--- config.mk ---
export PLATFORM = sky130hd
export DESIGN_NAME = regfile_mp
export DESIGN_NICKNAME = d
export VERILOG_FILES = /design/src/rtl/regfile_mp.sv
export SDC_FILE = /design/constraint.sdc
export NUM_CORES = 2
export LEC_CHECK = 0
export BUFFER_PORTS_ARGS = -buffer_cell sky130_fd_sc_hd__buf_2
export CAP_MARGIN = 20
export CORE_MARGIN = 1.5
export CORE_UTILIZATION = 35
export DETAILED_ROUTE_END_ITERATION = 10
export PLACE_DENSITY = 0.53
export REMOVE_ABC_BUFFERS = 1
export SLEW_MARGIN = 20
export SYNTH_ARGS = -nofsm -noshare
export SYNTH_HDL_FRONTEND = slang
export SYNTH_SLANG_ARGS = --single-unit
--- constraint.sdc ---
create_clock -name clk_i -period 2.72 [get_ports clk_i]
set_clock_uncertainty 0.2 [all_clocks]
set_input_delay 0.272 -clock clk_i [delete_from_list [all_inputs] [get_ports clk_i]]
set_output_delay 0.272 -clock clk_i [all_outputs]
set_load 0.02 [all_outputs]
--- src/rtl/regfile_mp.sv ---
// Multi-port register file with two prioritised write ports, optional write-to-read
// bypass, an optional hardwired zero register and a per-register busy scoreboard.
module regfile_mp #(
  parameter int unsigned       DATA_W    = 32,
  parameter int unsigned       DEPTH     = 32,
  parameter int unsigned       NUM_RD    = 2,
  parameter bit                BYPASS    = 1'b1,
  parameter bit                ZERO_REG  = 1'b1,
  parameter logic [DATA_W-1:0] RESET_VAL = '0,
  localparam int unsigned      AW        = (DEPTH > 1) ? $clog2(DEPTH) : 1
) (
  input  logic                     clk_i,
  input  logic                     rst_ni,
  input  logic                     we0_i,
  input  logic [AW-1:0]            waddr0_i,
  input  logic [DATA_W-1:0]        wdata0_i,
  input  logic                     we1_i,
  input  logic [AW-1:0]            waddr1_i,
  input  logic [DATA_W-1:0]        wdata1_i,
  input  logic [NUM_RD*AW-1:0]     raddr_i,
  output logic [NUM_RD*DATA_W-1:0] rdata_o,
  output logic [NUM_RD-1:0]        rbusy_o,
  input  logic                     iss_valid_i,
  input  logic [AW-1:0]            iss_addr_i,
  output logic [DEPTH-1:0]         busy_vec_o
);

  logic [DATA_W-1:0] regs_q [DEPTH];
  logic [DATA_W-1:0] regs_d [DEPTH];
  logic [DEPTH-1:0]  busy_q;
  logic [DEPTH-1:0]  busy_d;

  logic wv0, wv1, issValid;

  // An address is usable only if it lies inside the array and is not the zero register.
  function automatic logic addrValid(input logic [AW-1:0] a);
    return (32'(a) < DEPTH) && !(ZERO_REG && (a == '0));
  endfunction

  assign wv0      = we0_i && addrValid(waddr0_i);
  assign wv1      = we1_i && addrValid(waddr1_i);
  assign issValid = iss_valid_i && addrValid(iss_addr_i);

  // Port 1 is applied after port 0 so it wins a same-address collision; the issue
  // set comes last so a new producer supersedes the retiring one.
  always_comb begin
    regs_d = regs_q;
    busy_d = busy_q;
    if (wv0) begin
      regs_d[waddr0_i] = wdata0_i;
      busy_d[waddr0_i] = 1'b0;
    end
    if (wv1) begin
      regs_d[waddr1_i] = wdata1_i;
      busy_d[waddr1_i] = 1'b0;
    end
    if (issValid) begin
      busy_d[iss_addr_i] = 1'b1;
    end
  end

  always_ff @(posedge clk_i or negedge rst_ni) begin
    if (!rst_ni) begin
      for (int i = 0; i < int'(DEPTH); i++) begin
        regs_q[i] <= (ZERO_REG && (i == 0)) ? '0 : RESET_VAL;
      end
      busy_q <= '0;
    end else begin
      regs_q <= regs_d;
      busy_q <= busy_d;
    end
  end

  for (genvar k = 0; k < int'(NUM_RD); k++) begin : g_rd
    logic [AW-1:0] addr;
    logic          valid;
    logic          hit0;
    logic          hit1;

    assign addr  = raddr_i[k*AW +: AW];
    assign valid = addrValid(addr);
    assign hit1  = BYPASS && wv1 && (waddr1_i == addr);
    assign hit0  = BYPASS && wv0 && (waddr0_i == addr);

    assign rdata_o[k*DATA_W +: DATA_W] = hit1  ? wdata1_i :
                                         hit0  ? wdata0_i :
                                         valid ? regs_q[addr] : '0;

    // A forwarded write retires the pending producer, so the consumer need not stall.
    assign rbusy_o[k] = valid && busy_q[addr] && !hit1 && !hit0;
  end

  assign busy_vec_o = busy_q;

endmodule

# --- After elaboration in Yosys (flattened, before gate mapping) ---
# Index checks and enable logic that the tools add are counted.
op_classes:
  n_lt_le_gt_ge: 14
  reduce_logical: 32
  mux: 33
  n_eq_ne: 4
  n_bitwise: 9
ops:
  columns: ["cell", "n"]
  rows:
  - ["bitwise mux 1024 bit", 2]
  - ["two-way mux 1024 bit", 2]
  - ["two-way mux 32 bit", 15]
  - ["binary-select mux 32 bit (select 5 bit)", 2]
  - ["demux 32 bit (select 5 bit)", 2]
  - ["bitwise AND 32 bit", 2]
  - ["NOT 32 bit", 2]
  - ["OR 32 bit", 1]
  - ["less-than comparator 5 x 6 -> 1 bit (second input constant)", 5]
  - ["logical NOT 5 bit", 5]
  - ["greater-or-equal comparator 6 bit (second input constant)", 4]
  - ["NOT 5 -> 6 bit", 4]
  - ["== test 5 bit", 4]
  - ["logical AND 1 bit", 18]
  - ["demux 1 bit (select 5 bit)", 3]
  - ["greater-or-equal comparator 5 x 1 -> 1 bit (second input constant)", 3]
  - ["less-than comparator 6 x 1 -> 1 bit (second input constant)", 2]
  - ["binary-select mux 1 bit (select 5 bit)", 2]
  - ["logical NOT 1 bit", 9]
  - ["two-way mux 1 bit", 5]
totals:
  word_cells: 125
  regBits: 1056
  inputBits: 94

# --- Logic depth before layout (Yosys ltp) ---
depth:
  ltp_word: 11
  mapped_depth: 10
  mapped_depth_nobuf: 6

# --- Worst setup path before layout ---
# Ideal clock, no wire load.
synth_path:
  path_kind: "input-to-output"
  start: "input raddr_i[6]"
  end: "output rdata_o[52]"
  n_path_buf: 3
  path_slack_ps: 226
  arrival_time_ps: 2022
  path_stages: 8
  cell_sequence: "buf_2 -> buf_2 -> buf_1 -> mux4_2 -> a22oi_1 -> o21ai_0 -> a211oi_1 -> o21ai_1"
synth_via:
  elab_chain_cells: 7
  elab_cells_between_ends: 12
  classes_between: "2 x eq/ne; 6 x mux; 1 x bitwise; 3 x reduce/logical"
synth_rtl:
  columns: ["item", "line", "rtl"]
  rows:
  - ["start: declaration", "20", "input logic [NUM_RD*AW-1:0] raddr_i,"]
  - ["NOT 5 -> 6 bit (not written as such)", "87", "valid ? regs_q[addr] : '0;"]
  - ["binary-select mux 32 bit (select 5 bit)", "87", null]
  - ["two-way mux 32 bit (not written as such) (2 in series)", "87", null]
  - ["two-way mux 32 bit", "87", null]
  - ["two-way mux 32 bit", "86", "hit0 ? wdata0_i :"]
  - ["two-way mux 32 bit *", "85", "assign rdata_o[k*DATA_W +: DATA_W] = hit1 ? wdata1_i :"]
  - ["end: declaration", "21", "output logic [NUM_RD*DATA_W-1:0] rdata_o,"]
# Mark *: on every way between the ends. The rest lies on a longest branch, timed or not. The select of a mux whose other input is x is not followed.

# --- Final worst setup path ---
layout_path:
  start: "register busy_q[9], in the netlist busy_vec_o[9]"
  end: "output rbusy_o[0]"
layout_via:
  elab_chain_cells: 5
layout_rtl:
  columns: ["item", "line", "rtl"]
  rows:
  - ["start: declaration", "30", "logic [DEPTH-1:0] busy_q;"]
  - ["start signal: assignment", "70", "busy_q <= busy_d;"]
  - ["binary-select mux 1 bit (select 5 bit)", "90", "assign rbusy_o[k] = valid && busy_q[addr] && !hit1 && !hit0;"]
  - ["two-way mux 1 bit (not written as such)", "90", null]
  - ["logical AND 1 bit (3 in series)", "90", null]
  - ["end: declaration", "22", "output logic [NUM_RD-1:0] rbusy_o,"]
# No other way between the ends. The select of a mux whose other input is x is not followed.

==> flow_metrics.tcl <==
set metrics [dict create \
    outcome "complete, but fails checks" \
    violations "setup timing" \
    route.detailed.drc 0 \
    hold_viol_final 0 \
    worst_slack_ps -584 \
    crit_start "busy_vec_o[9]" \
    core_mm2 0.192 \
    nets 7292 \
    root_buffer "clkbuf_16" \
    synth_area_leaders "dfrtp_1, mux2i_1, mux4_2" \
    die-area_mm2 0.196 \
    register_area_mm2 0.0264 \
    netlist_area_mm2 0.0676 \
    peakVddDrop_mv 0.540 \
    cts_max_level 4 \
    finalCritPeriodShare_pct 121 \
    die_h_um 442 \
    reg2regPathDepth 4 \
    drt-total-wl_mm 317 \
    ys_ff_latch 1056 \
    ys.flop_type "dfrtp_1" \
    timing.rr.start "regs_q[668]" \
    drtPass1Iterations 8 \
    final_common_cell "mux2i_1" \
    cts_buffer_depth 3 \
    fin_worst_hold_slack_ps 91.4 \
    start_kind "register" \
    final_cell_mix "mux2i_1, dfrtp_1, nand2_1, a21oi_1, nor2_1" \
    fin_crit_ps 3300 \
    syn_avg_cell_area_um2 9.75 \
    synth.top_cell.area_share_pct 39.1 \
    async_flop_share_pct 100 \
    slew_headroom_pct 33.8 \
    ys_seq_area_share_pct 39.1 \
    routed_via_density 6.16 \
    cp_max_fo 2 \
    wl_per_cell_um 32.3 \
    antenna_found_initial 6 \
    vias 60542 \
    grt_pass1_vias 58994 \
    fillers 18276 \
    hpwlAfterDp_mm 202 \
    drv_cap 0 \
    power_mw 58.2 \
    hold_path_class "in2reg" \
    ant_nets 0 \
    die_x_um 442 \
    fmax_ghz 0.303 \
    drv_slew 0 \
    cpMaxStageDelayCell "mux4_2" \
    yosysTopAreaCell "dfrtp_1" \
    ios 192 \
    crit_arrival_ps 2830 \
    max_stage_delay_ps 490 \
    worstSetupPathType "reg2out" \
    drive_above_1_share_pct 24.3 \
    required_ps 2250 \
    multi_input_area_mm2 0.0395 \
    ys_warn_count 0 \
    cts.reportedPaths.clkPinSlew_ps 60 \
    numCtsBuffers 132 \
    leakage_nw 36.5 \
    clk_latency_ps 800 \
    regToRegSetupSlack_ps 1110 \
    worst_pin_slew_ps 991 \
    area_delta_synth_final_pct 23.4 \
    endpoint_kind "primary output" \
    crit_end "rbusy_o[0]" \
    grt_max_degree 77 \
    num_rows 161 \
    grt_overflow 0 \
    setup_violations 66 \
    rsz0062_at_grt "yes" \
    io_buffers 191 \
    yosysUniqueCellTypes 52 \
    gp_congestion 0.922 \
    start_util_pct 35.2 \
    grt_usage_pct 31.4 \
    grt_pass1_wl_mm 446 \
    cts.sinks 1056 \
    p_per_area_mw_per_mm2 697 \
    path_cells "mux4_2 -> mux4_2 -> nor2b_4 -> a21oi_2 -> buf_6 -> nor3_4 -> buf_6" \
    synth-edff-count 0 \
    syn_inst 6929 \
    tritoncts "yes" \
    reg2reg_to "regs_q[668]" \
    first_iter_violations 7765 \
]
-- cells in the mapped netlist (31+ instances only) --
cell type	count
a31oi_1	40
o22ai_1	84
nor2_1	624
clkbuf_1	542
a22oi_1	105
buf_4	42
a221oi_1	143
o21bai_1	31
buf_2	159
o21ai_1	37
mux2i_1	1395
a21oi_1	655
a211oi_1	32
mux4_2	282
nand2_1	761
o21ai_0	540
a221o_1	108
buf_1	87
dfrtp_1	1056
-- how the worst min path moves through the flow --
stage	start	endpoint	cells after the start
6_report	waddr0_i[2]	regs_q[926]	6
3_3_place_gp	rst_ni	regs_q[320]	1
2_1_floorplan	rst_ni	busy_vec_o[0]	0
3_5_place_dp	rst_ni	regs_q[320]	1
4_1_cts	waddr0_i[4]	regs_q[926]	6
5_1_grt	waddr0_i[2]	regs_q[926]	6
-- area by class of cell --
type | count | area share, %
Timing Repair Buffer | 995 | 11.9
Clock inverter | 45 | 0.651
Sequential cell | 1056 | 31.7
Inverter | 9 | 0.0465
Multi-Input combinational cell | 5004 | 47.4
Antenna cell | 4 | 0.0120
Clock buffer | 192 | 4.58
Tap cell | 2526 | 3.79
-- flip-flops by register name (all words and copies together), names as in the netlist --
signal / flops
busy_vec_o: 32
regs_q: 1024
-- worst max-delay path, delay by kind of cell (launching register included) --
| family | cells | cell delay (ps) |
|---|---|---|
| buffers and inverters | 2 | 280 |
| flip-flops | 1 | 400 |
| multiplexers | 2 | 980 |
| AND/OR/NAND/NOR | 2 | 220 |
| AO/OA/AOI/OAI | 1 | 140 |
-- cells by family after synthesis --
kind of cell / after synthesis / synth area share [%]
simple gates: 1501 / 8.78
mux: 1688 / 30.2
xor+xnor: 20 / 0.259
compound gates: 1795 / 15.9
buf+inv: 869 / 5.76
flops: 1056 / 39.1
-- stage by stage --
| stage | cells | setup slack (ps) | util (%) | instance area [um2] | setup TNS [ps] |
|---|---|---|---|---|---|
| floorplan | 6069 | -3460 | - | 63700 | -592190 |
| global route | 9828 | -610 | 43.4 | 83400 | -24310 |
| global placement | 9442 | -1060 | 39.3 | 75500 | -43730 |
| detailed placement | 9443 | -1040 | 39.3 | 75500 | -32750 |
| finish | 9831 | -584 | 43.4 | 83400 | -20500 |
| CTS | 9808 | -584 | 43.0 | 82600 | -21640 |
-- metal layers --
metal	global-route usage, %	vias to the layer above	routed length (um)
met3	6.14	913	28200
li1	-	25811	-
met5	0	-	24
met4	19.0	4	22700
met2	47.7	3491	139000
met1	41.3	30323	128000
-- power by group --
group	total, mW	leakage [nW]	internal [mW]	switching [mW]
sequential	23.2	12.9	19.8	3.42
clock	18.1	2.15	10.4	7.73
combinational	16.8	21.4	8.40	8.44
-- timing repair --
item                                    CTS  global route
resized for setup                       361           122
hold buffers                            111             0
buffers inserted                         52            18
setup endpoints to repair                66            66
endpoints found under the hold margin  2077             0
gates cloned                              0             2
pin swaps                               156            68
Note: power is estimated with default switching activity, not from simulation.
